## config.mk

```make
export PLATFORM = sky130hd
export DESIGN_NAME = huffman_encoder
export DESIGN_NICKNAME = d
export VERILOG_FILES = /design/src/rtl/huffman_encoder.sv
export SDC_FILE = /design/constraint.sdc
export NUM_CORES = 1
export LEC_CHECK = 0
export CAP_MARGIN = 10
export CORE_MARGIN = 4
export CORE_UTILIZATION = 45
export CTS_CLUSTER_DIAMETER = 40
export DETAILED_ROUTE_END_ITERATION = 10
export PLACE_DENSITY = 0.74
export SLEW_MARGIN = 40
export SYNTH_ARGS = -nofsm -noshare
export SYNTH_HDL_FRONTEND = slang
export SYNTH_SLANG_ARGS = --single-unit
```

## constraint.sdc

```tcl
create_clock -name clk -period 2.5 [get_ports clk]
set_clock_uncertainty 0.15 [all_clocks]
set_input_delay 0.625 -clock clk [delete_from_list [all_inputs] [get_ports clk]]
set_output_delay 0.625 -clock clk [all_outputs]
set_load 0.01 [all_outputs]
```

## src/rtl/huffman_encoder.sv

```systemverilog
// Serial Huffman encoder: one symbol (1..18) per handshake, codeword shifted out
// MSB first at one bit per clock, back-to-back codewords with no idle bit.
module huffman_encoder #(
    parameter int SYM_W   = 6,
    parameter int MAX_LEN = 8
) (
    input  logic             clk,
    input  logic             rst,
    input  logic [SYM_W-1:0] sym_in,
    input  logic             sym_valid,
    output logic             sym_ready,
    output logic             bit_out,
    output logic             bit_valid,
    output logic             sym_last,
    output logic             sym_err,
    output logic             busy
);

    typedef enum logic {IDLE, SHIFT} state_t;

    state_t             state_q;
    logic [MAX_LEN-1:0] shift_q;
    logic [3:0]         cnt_q;
    logic               bit_valid_q, sym_last_q, sym_err_q, busy_q;

    logic [MAX_LEN-1:0] code_c;
    logic [3:0]         len_c;
    logic               legal_c;
    logic               accept;

    // Codes are left-aligned so the MSB of the shift register is always the next bit.
    always_comb begin
        code_c  = '0;
        len_c   = 4'd0;
        legal_c = 1'b1;
        case (sym_in)
            SYM_W'(1):  begin code_c = MAX_LEN'(8'b0000_0000); len_c = 4'd2; end
            SYM_W'(2):  begin code_c = MAX_LEN'(8'b0100_0000); len_c = 4'd2; end
            SYM_W'(3):  begin code_c = MAX_LEN'(8'b1000_0000); len_c = 4'd2; end
            SYM_W'(4):  begin code_c = MAX_LEN'(8'b1100_0000); len_c = 4'd3; end
            SYM_W'(5):  begin code_c = MAX_LEN'(8'b1110_0000); len_c = 4'd6; end
            SYM_W'(6):  begin code_c = MAX_LEN'(8'b1110_0100); len_c = 4'd6; end
            SYM_W'(7):  begin code_c = MAX_LEN'(8'b1110_1000); len_c = 4'd6; end
            SYM_W'(8):  begin code_c = MAX_LEN'(8'b1110_1100); len_c = 4'd7; end
            SYM_W'(9):  begin code_c = MAX_LEN'(8'b1110_1110); len_c = 4'd7; end
            SYM_W'(10): begin code_c = MAX_LEN'(8'b1111_0000); len_c = 4'd7; end
            SYM_W'(11): begin code_c = MAX_LEN'(8'b1111_0010); len_c = 4'd7; end
            SYM_W'(12): begin code_c = MAX_LEN'(8'b1111_0100); len_c = 4'd7; end
            SYM_W'(13): begin code_c = MAX_LEN'(8'b1111_0110); len_c = 4'd7; end
            SYM_W'(14): begin code_c = MAX_LEN'(8'b1111_1000); len_c = 4'd7; end
            SYM_W'(15): begin code_c = MAX_LEN'(8'b1111_1010); len_c = 4'd7; end
            SYM_W'(16): begin code_c = MAX_LEN'(8'b1111_1100); len_c = 4'd7; end
            SYM_W'(17): begin code_c = MAX_LEN'(8'b1111_1110); len_c = 4'd8; end
            SYM_W'(18): begin code_c = MAX_LEN'(8'b1111_1111); len_c = 4'd8; end
            default:    legal_c = 1'b0;
        endcase
    end

    // Ready on the last bit lets the next code load on the same edge the old one ends.
    assign sym_ready = (state_q == IDLE) || (cnt_q == 4'd1);
    assign accept    = sym_valid && sym_ready;

    always_ff @(posedge clk or posedge rst) begin
        if (rst) begin
            state_q     <= IDLE;
            shift_q     <= '0;
            cnt_q       <= 4'd0;
            bit_valid_q <= 1'b0;
            sym_last_q  <= 1'b0;
            sym_err_q   <= 1'b0;
            busy_q      <= 1'b0;
        end else begin
            sym_err_q <= accept && !legal_c;
            if (state_q == SHIFT && cnt_q != 4'd1) begin
                shift_q    <= shift_q << 1;
                cnt_q      <= cnt_q - 4'd1;
                sym_last_q <= (cnt_q == 4'd2);
            end else if (accept && legal_c) begin
                state_q     <= SHIFT;
                shift_q     <= code_c;
                cnt_q       <= len_c;
                bit_valid_q <= 1'b1;
                busy_q      <= 1'b1;
                sym_last_q  <= 1'b0;
            end else begin
                state_q     <= IDLE;
                shift_q     <= '0;
                cnt_q       <= 4'd0;
                bit_valid_q <= 1'b0;
                busy_q      <= 1'b0;
                sym_last_q  <= 1'b0;
            end
        end
    end

    assign bit_out   = shift_q[MAX_LEN-1];
    assign bit_valid = bit_valid_q;
    assign sym_last  = sym_last_q;
    assign sym_err   = sym_err_q;
    assign busy      = busy_q;

endmodule

```

==> key figures, run 1 <==
Worst setup path
  – Worst setup SP type: flop
  – Critical R2R Launch: cnt_q[1]
  – Max Fanout on Critical Path: 5
  – R2R cell count: 6
  – Worst reg-to-reg setup slack: 0.80 ns
  – CP max stage delay: 0.43 ns
  – CP startpoint: cnt_q[0]
  – Crit path capture type: output pin
  – Reg2reg end: cnt_q[0]
  – Cell Chain, Critical Path: ha_1 -> a21boi_2 -> inv_1 -> dlymetal6s2s_1
  – Worst EP required: 1.73 ns
  – Crit path DAT: 1.35 ns
  – Crit-path slowest cell: dfrtp_1
  – Critical path type: reg -> out

Logic synthesis
  – EDFF count, synth: 0
  – Largest area contributor in the netlist: dfrtp_1
  – Register area share after synthesis: 0.4021
  – Syn Nets: 113
  – FF+latch count, synth: 15
  – Syn_area_per_cell: 9.242 µm²
  – Mapped Cells: 101
  – Async set-reset flop share out of synthesis: 1.000
  – Netlist Area Pre-Place: 933.4 µm²
  – Main synth FF type: dfrtp_1
  – Top cells by area, synth: dfrtp_1 40%, o21ai_0 4.3%, ha_1 4.0%
  – Top-area cell type share of the netlist area: 0.4021
  – Synth cell types: 40
  – Synth warn: 0

Layout
  – Final non-filler cell total: 145
  – Layout cells sized above 1: 0.1610
  – Synthesis-to-finish area growth: 22.79%
  – Fillers: 200
  – # diodes: 0
  – # nets final: 131

Global route
  – Global-route wire length before repair: 3249 µm
  – Largest net degree at the start of global routing: 20
  – Gr usage total: 0.1607
  – Initial antenna violation count: 0
  – GR Overflow Total: 0
  – Vias in the first global route: 750

Clock network
  – Max Root-Sink Buffers: 2
  – Skew-Pair Late Insertion Delay: 0.28 ns
  – H-Tree Depth: 1
  – CTS tree: done
  – CTS Root Cell: clkbuf_4
  – Setup Buffers After CTS: 0
  – CTS Hold Buffers Added: 0
  – CTS sink cnt: 15
  – Clock-pin slew on the worst setup and hold paths: 0.08 ns
  – TritonCTS Buffers: 3

Power
  – Psw: 0.3350 mW
  – P_int: 0.5696 mW
  – Sequential Power Share: 0.384
  – Power density cells: 789.3 nW/µm²
  – Leak Pwr: 0.5178 nW
  – Max rail drop VDD: 0.0004244 V
  – Clk pwr share: 0.148
  – Comb pwr share: 0.467
  – Switching part of the total: 0.3703

Floorplanning
  – Top Ports: 15
  – Chip width: 53.55 µm
  – Core area: 1962 µm²
  – Die area: 2867 µm²
  – Chip height: 53.55 µm
  – Initial Util: 0.4758
  – Std-Cell Rows: 16

STA
  – Fin crit share: 0.8487
  – Worst rel slew slack: 0.6250
  – Endpoints failing setup: 0
  – RSZ-0062 raised after global routing: no
  – Final hold violation count: 0
  – Setup WS post-layout: 0.3782 ns
  – Setup TNS Final: 0 ns
  – Slew at the pin with the worst max-slew slack: 0.5619 ns
  – Period minus WS final: 2.122 ns
  – Maximum clock rate: 471.3 MHz
  – Slew Limit Fails: 0

Worst hold path
  – Hold path start: shift_q[6]
  – Hold path depth: 2
  – End of the worst hold path: shift_q[7]
  – Min-Delay Path Class: reg -> reg

Outcome
  – Status: completed

Routing
  – ANT nets after route: 0
  – Routed len/inst: 13.32 µm
  – Initial DRC count: 13
  – Routed via count: 757
  – DR vias/cell: 5.221
  – Post-Route WL: 1931 µm
  – # DRC: 0
  – First-pass iteration count of the detailed router: 4

Placed design
  – PortBufs: 14
  – Pre-CTS setup slack: 0.07922 ns
  – HPWL Detailed: 1527 µm
  – Placer Congestion: 0.8686
  – Dpl cells: 141

Flow run
  – Max-cap violation count: 0
==> power by group through the flow <==
stage               sequential (mW)  combinational, mW  clock [mW]
global placement              0.349              0.410           0
finish                        0.348              0.423       0.134
global route                  0.357              0.467       0.151
CTS                           0.350              0.423       0.139
floorplan                     0.354              0.270           0
detailed placement            0.355              0.421           0
==> synth_stat cells (2+ instances only) <==
cell	instances
nor2b_1	2
nand2_1	9
a22o_1	2
inv_1	5
o22ai_1	2
ha_1	3
clkbuf_1	2
o31ai_1	2
a211oi_1	2
o21ai_0	8
nor3_1	3
dfrtp_1	15
buf_4	2
a21oi_1	5
buf_2	4
xnor2_1	3
nor2_1	9
==> per-stage QoR <==
step / hold WS (ns) / cell area, µm² / power [mW] / utilization
global route: 0.3562 / 1146 / 0.9750 / 0.5842
detailed placement: 0.2982 / 1114 / 0.7763 / 0.5676
CTS: 0.3338 / 1140 / 0.9126 / 0.5810
finish: 0.3229 / 1146 / 0.9046 / 0.5842
floorplan: 0.2688 / 933.4 / 0.6235 / -
global placement: 0.2822 / 1114 / 0.7586 / 0.5676
==> registers in the layout (all words and copies together), names as in the netlist <==
register / flops
busy: 1
cnt_q: 4
shift_q: 8
sym_err: 1
sym_last: 1
==> metal layers <==
layer	routed length [µm]	vias to the layer above	global-route usage
met3	54	2	0.02493
met2	963	11	0.2816
met1	880	354	0.1909
li1	-	390	-
met4	33	0	0.07660
met5	0	-	0
==> cells by family (layout without fill, tap and decap cells) <==
| kind of cell | Yosys count | count (layout) | synth area share |
|---|---|---|---|
| AO/OA/AOI/OAI | 30 | 30 | 0.2225 |
| XOR/XNOR | 4 | 4 | 0.03754 |
| adder cells (fa/ha/maj) | 3 | 3 | 0.04022 |
| buffers and inverters | 14 | 31 | 0.07775 |
| flip-flops | 15 | 15 | 0.4021 |
| multiplexers | 2 | 2 | 0.03619 |
| AND/OR/NAND/NOR | 33 | 33 | 0.1837 |
==> cell usage in the layout, fill, tap and decap left out, drive strengths merged, types with 2 or more instances in the layout <==
cell	netlist	layout
inv	5	5
buf	7	8
o31ai	2	2
a21oi	5	5
xnor2	3	3
nand2	9	9
nor2b	2	2
nor3	4	4
clkdlybuf4s50	0	13
ha	3	3
clkbuf	2	4
o22ai	2	2
o21ai	9	9
a22o	2	2
a211oi	3	3
dfrtp	15	15
nor2	9	9
==> critical path, delay by kind of cell (launching register included) <==
kind,cells,cell delay [ns]
flip-flops,1,0.43
adder cells (fa/ha/maj),1,0.22
buffers and inverters,2,0.28
AO/OA/AOI/OAI,1,0.14
==> layout make-up <==
cell class,instances,area [µm²],share of cell area
clock buffer,4,26.28,0.02293
inverter,5,18.77,0.01638
multi-input combinational,72,489.2,0.4269
sequential,15,375.4,0.3275
tap,27,33.78,0.02948
timing repair buffer,22,202.7,0.1769
==> repair_timing <==
item | CTS | global route
endpoints found under the hold margin | 0 | 0
setup endpoints to repair | 0 | 1
gates resized for setup | 0 | 2
==> how the worst max path moves through the flow <==
stage | endpoint | slack (ns) | cells past startpoint
finish | sym_ready | 0.38 | 4
global route | sym_ready | 0.28 | 5
CTS | sym_ready | 0.03 | 4
detailed placement | shift_q[3] | 0.08 | 5
global placement | shift_q[3] | 0.13 | 5
floorplan | shift_q[3] | 0.54 | 5
Power figures use the tool's default switching activity.
==> run 2: changes to the inputs <==
- PLACE_DENSITY: 0.74 -> 0.77
- clock period: 2.5 -> 1.8 ns (I/O delays scaled with it)
==> key figures, run 2 (synthesis results as in run 1) <==
Outcome
  – Status: complete, but fails checks
  – Failing checks: setup timing

Power
  – Power density cells: 1040 nW/µm²
  – Psw: 0.5281 mW
  – Clk pwr share: 0.135
  – P_int: 0.8792 mW
  – Comb pwr share: 0.529
  – Switching part of the total: 0.3753
  – Sequential Power Share: 0.336
  – Max rail drop VDD: 0.0008204 V
  – Leak Pwr: 0.6440 nW

Routing
  – # DRC: 0
  – First-pass iteration count of the detailed router: 4
  – Routed via count: 873
  – ANT nets after route: 0
  – Post-Route WL: 2257 µm
  – Routed len/inst: 13.43 µm
  – Initial DRC count: 14
  – DR vias/cell: 5.196

STA
  – Worst rel slew slack: 0.8073
  – Slew at the pin with the worst max-slew slack: 0.2883 ns
  – Setup WS post-layout: -0.03476 ns
  – Fin crit share: 1.019
  – Endpoints failing setup: 1
  – Final hold violation count: 0
  – Slew Limit Fails: 0
  – Maximum clock rate: 545.0 MHz
  – RSZ-0062 raised after global routing: yes
  – Period minus WS final: 1.835 ns

Worst setup path
  – Critical path type: reg -> out
  – CP startpoint: cnt_q[0]
  – Max Fanout on Critical Path: 2
  – Reg2reg end: shift_q[2]
  – Worst reg-to-reg setup slack: 0.16 ns
  – Crit path capture type: output pin
  – Worst setup SP type: flop
  – Crit path DAT: 1.23 ns
  – Worst EP required: 1.20 ns
  – R2R cell count: 6
  – Critical R2R Launch: cnt_q[1]
  – CP Capture Point: sym_ready

Clock network
  – TritonCTS Buffers: 3
  – H-Tree Depth: 1
  – CTS tree: done
  – Clock-pin slew on the worst setup and hold paths: 0.09 ns
  – CTS sink cnt: 15
  – Max Root-Sink Buffers: 2
  – Skew-Pair Late Insertion Delay: 0.29 ns
  – CTS Root Cell: clkbuf_4

Global route
  – Largest net degree at the start of global routing: 20
  – Global-route wire length before repair: 3829 µm
  – Initial antenna violation count: 0
  – Vias in the first global route: 910
  – Gr usage total: 0.1854
  – GR Overflow Total: 0

Placed design
  – Placer Congestion: 0.8640
  – PortBufs: 14
  – Dpl cells: 162
  – Placement Cell Area: 1271 µm²
  – Pre-CTS setup slack: -0.4079 ns
  – HPWL Detailed: 1708 µm

Layout
  – # nets final: 154
  – Most common cell after layout, fill and taps aside: buf_4
  – # diodes: 0
  – Top Registers: shift_q x8, cnt_q x4
  – Final non-filler cell total: 168
  – Synthesis-to-finish area growth: 44.91%
  – Largest register FFs: 8
  – Layout cells sized above 1: 0.3617
  – Commonest non-fill, non-tap cells in the layout: 28 x buf_4, 15 x dfrtp_1, 9 x nor2_1, 9 x nand2_1, 8 x o21ai_0
  – Fillers: 173
  – Most flops, register: shift_q
  – Final Cell Area: 1353 µm²

Floorplanning
  – Top Ports: 15
  – Initial Util: 0.4758
  – Die area: 2867 µm²
  – Chip height: 53.55 µm
  – Chip width: 53.55 µm
  – Core area: 1962 µm²
  – Std-Cell Rows: 16

Worst hold path
  – Min-Delay Path Class: in -> async

Flow run
  – Max-cap violation count: 0
run 2: cell types whose count changed in the layout (fill, tap and decap cells not counted), moves of 3 or more:
cell	previous run	this run
buf_4	8	28
buf_6	0	3
clkdlybuf4s50_1	13	6
dlygate4sd2_1	0	7
run 2: power by group through the flow:
stage               combinational [mW]  sequential [mW]  clock (mW)
floorplan                        0.375            0.491           0
global placement                 0.699            0.468           0
detailed placement               0.728            0.474           0
CTS                              0.737            0.466       0.196
global route                     0.822            0.483       0.217
finish                           0.745            0.473       0.190
run 2: worst min path at each step:
stage               start          to  cells past startpoint
5_1_grt               rst    sym_last                      3
3_5_place_dp   shift_q[6]  shift_q[7]                      2
2_1_floorplan         rst        busy                      1
6_report              rst    sym_last                      3
4_1_cts               rst    sym_last                      3
3_3_place_gp   shift_q[6]  shift_q[7]                      2
run 2: what timing repair did:
action	4_1_cts	5_1_grt
gates resized for setup	20	3
hold buffers	0	0
endpoints found under the setup margin	9	2
pin swaps	5	1
setup buffers	2	0
run 2: cell type report:
cell class	count	area [µm²]	share of cell area
Clock buffer	3	22.52	0.01665
Clock inverter	1	5.005	0.003700
Inverter	5	18.77	0.01388
Multi-Input combinational cell	72	526.8	0.3895
Sequential cell	15	375.4	0.2775
Tap cell	27	33.78	0.02498
Timing Repair Buffer	45	370.4	0.2738
run 2: metrics by stage:
| stage | hold slack, ns | setup TNS, ns | util | total power [mW] |
|---|---|---|---|---|
| 3_5_place_dp | 0.2935 | -4.333 | 0.6480 | 1.201 |
| 3_3_place_gp | 0.2846 | -3.591 | 0.6480 | 1.167 |
| 2_1_floorplan | 0.2015 | 0 | - | 0.8660 |
| 4_1_cts | 0.3071 | -0.05046 | 0.6830 | 1.399 |
| 5_1_grt | 0.3170 | -0.1149 | 0.6894 | 1.522 |
| 6_report | 0.3040 | -0.03476 | 0.6894 | 1.407 |
run 2: worst max-delay path, cell delays in order (launching register included):
cell,delay (ns)
dfrtp_1,0.42
ha_4,0.17
a21boi_2,0.15
inv_1,0.07
buf_2,0.14
run 2: per-layer routing:
layer  global-route usage  up-vias  routed length (µm)
met2               0.3327       17                1194
met3              0.03601        5                  72
met5                    0        -                   0
met4              0.08085        0                  34
met1               0.2118      417                 956
li1                     -      434                   -
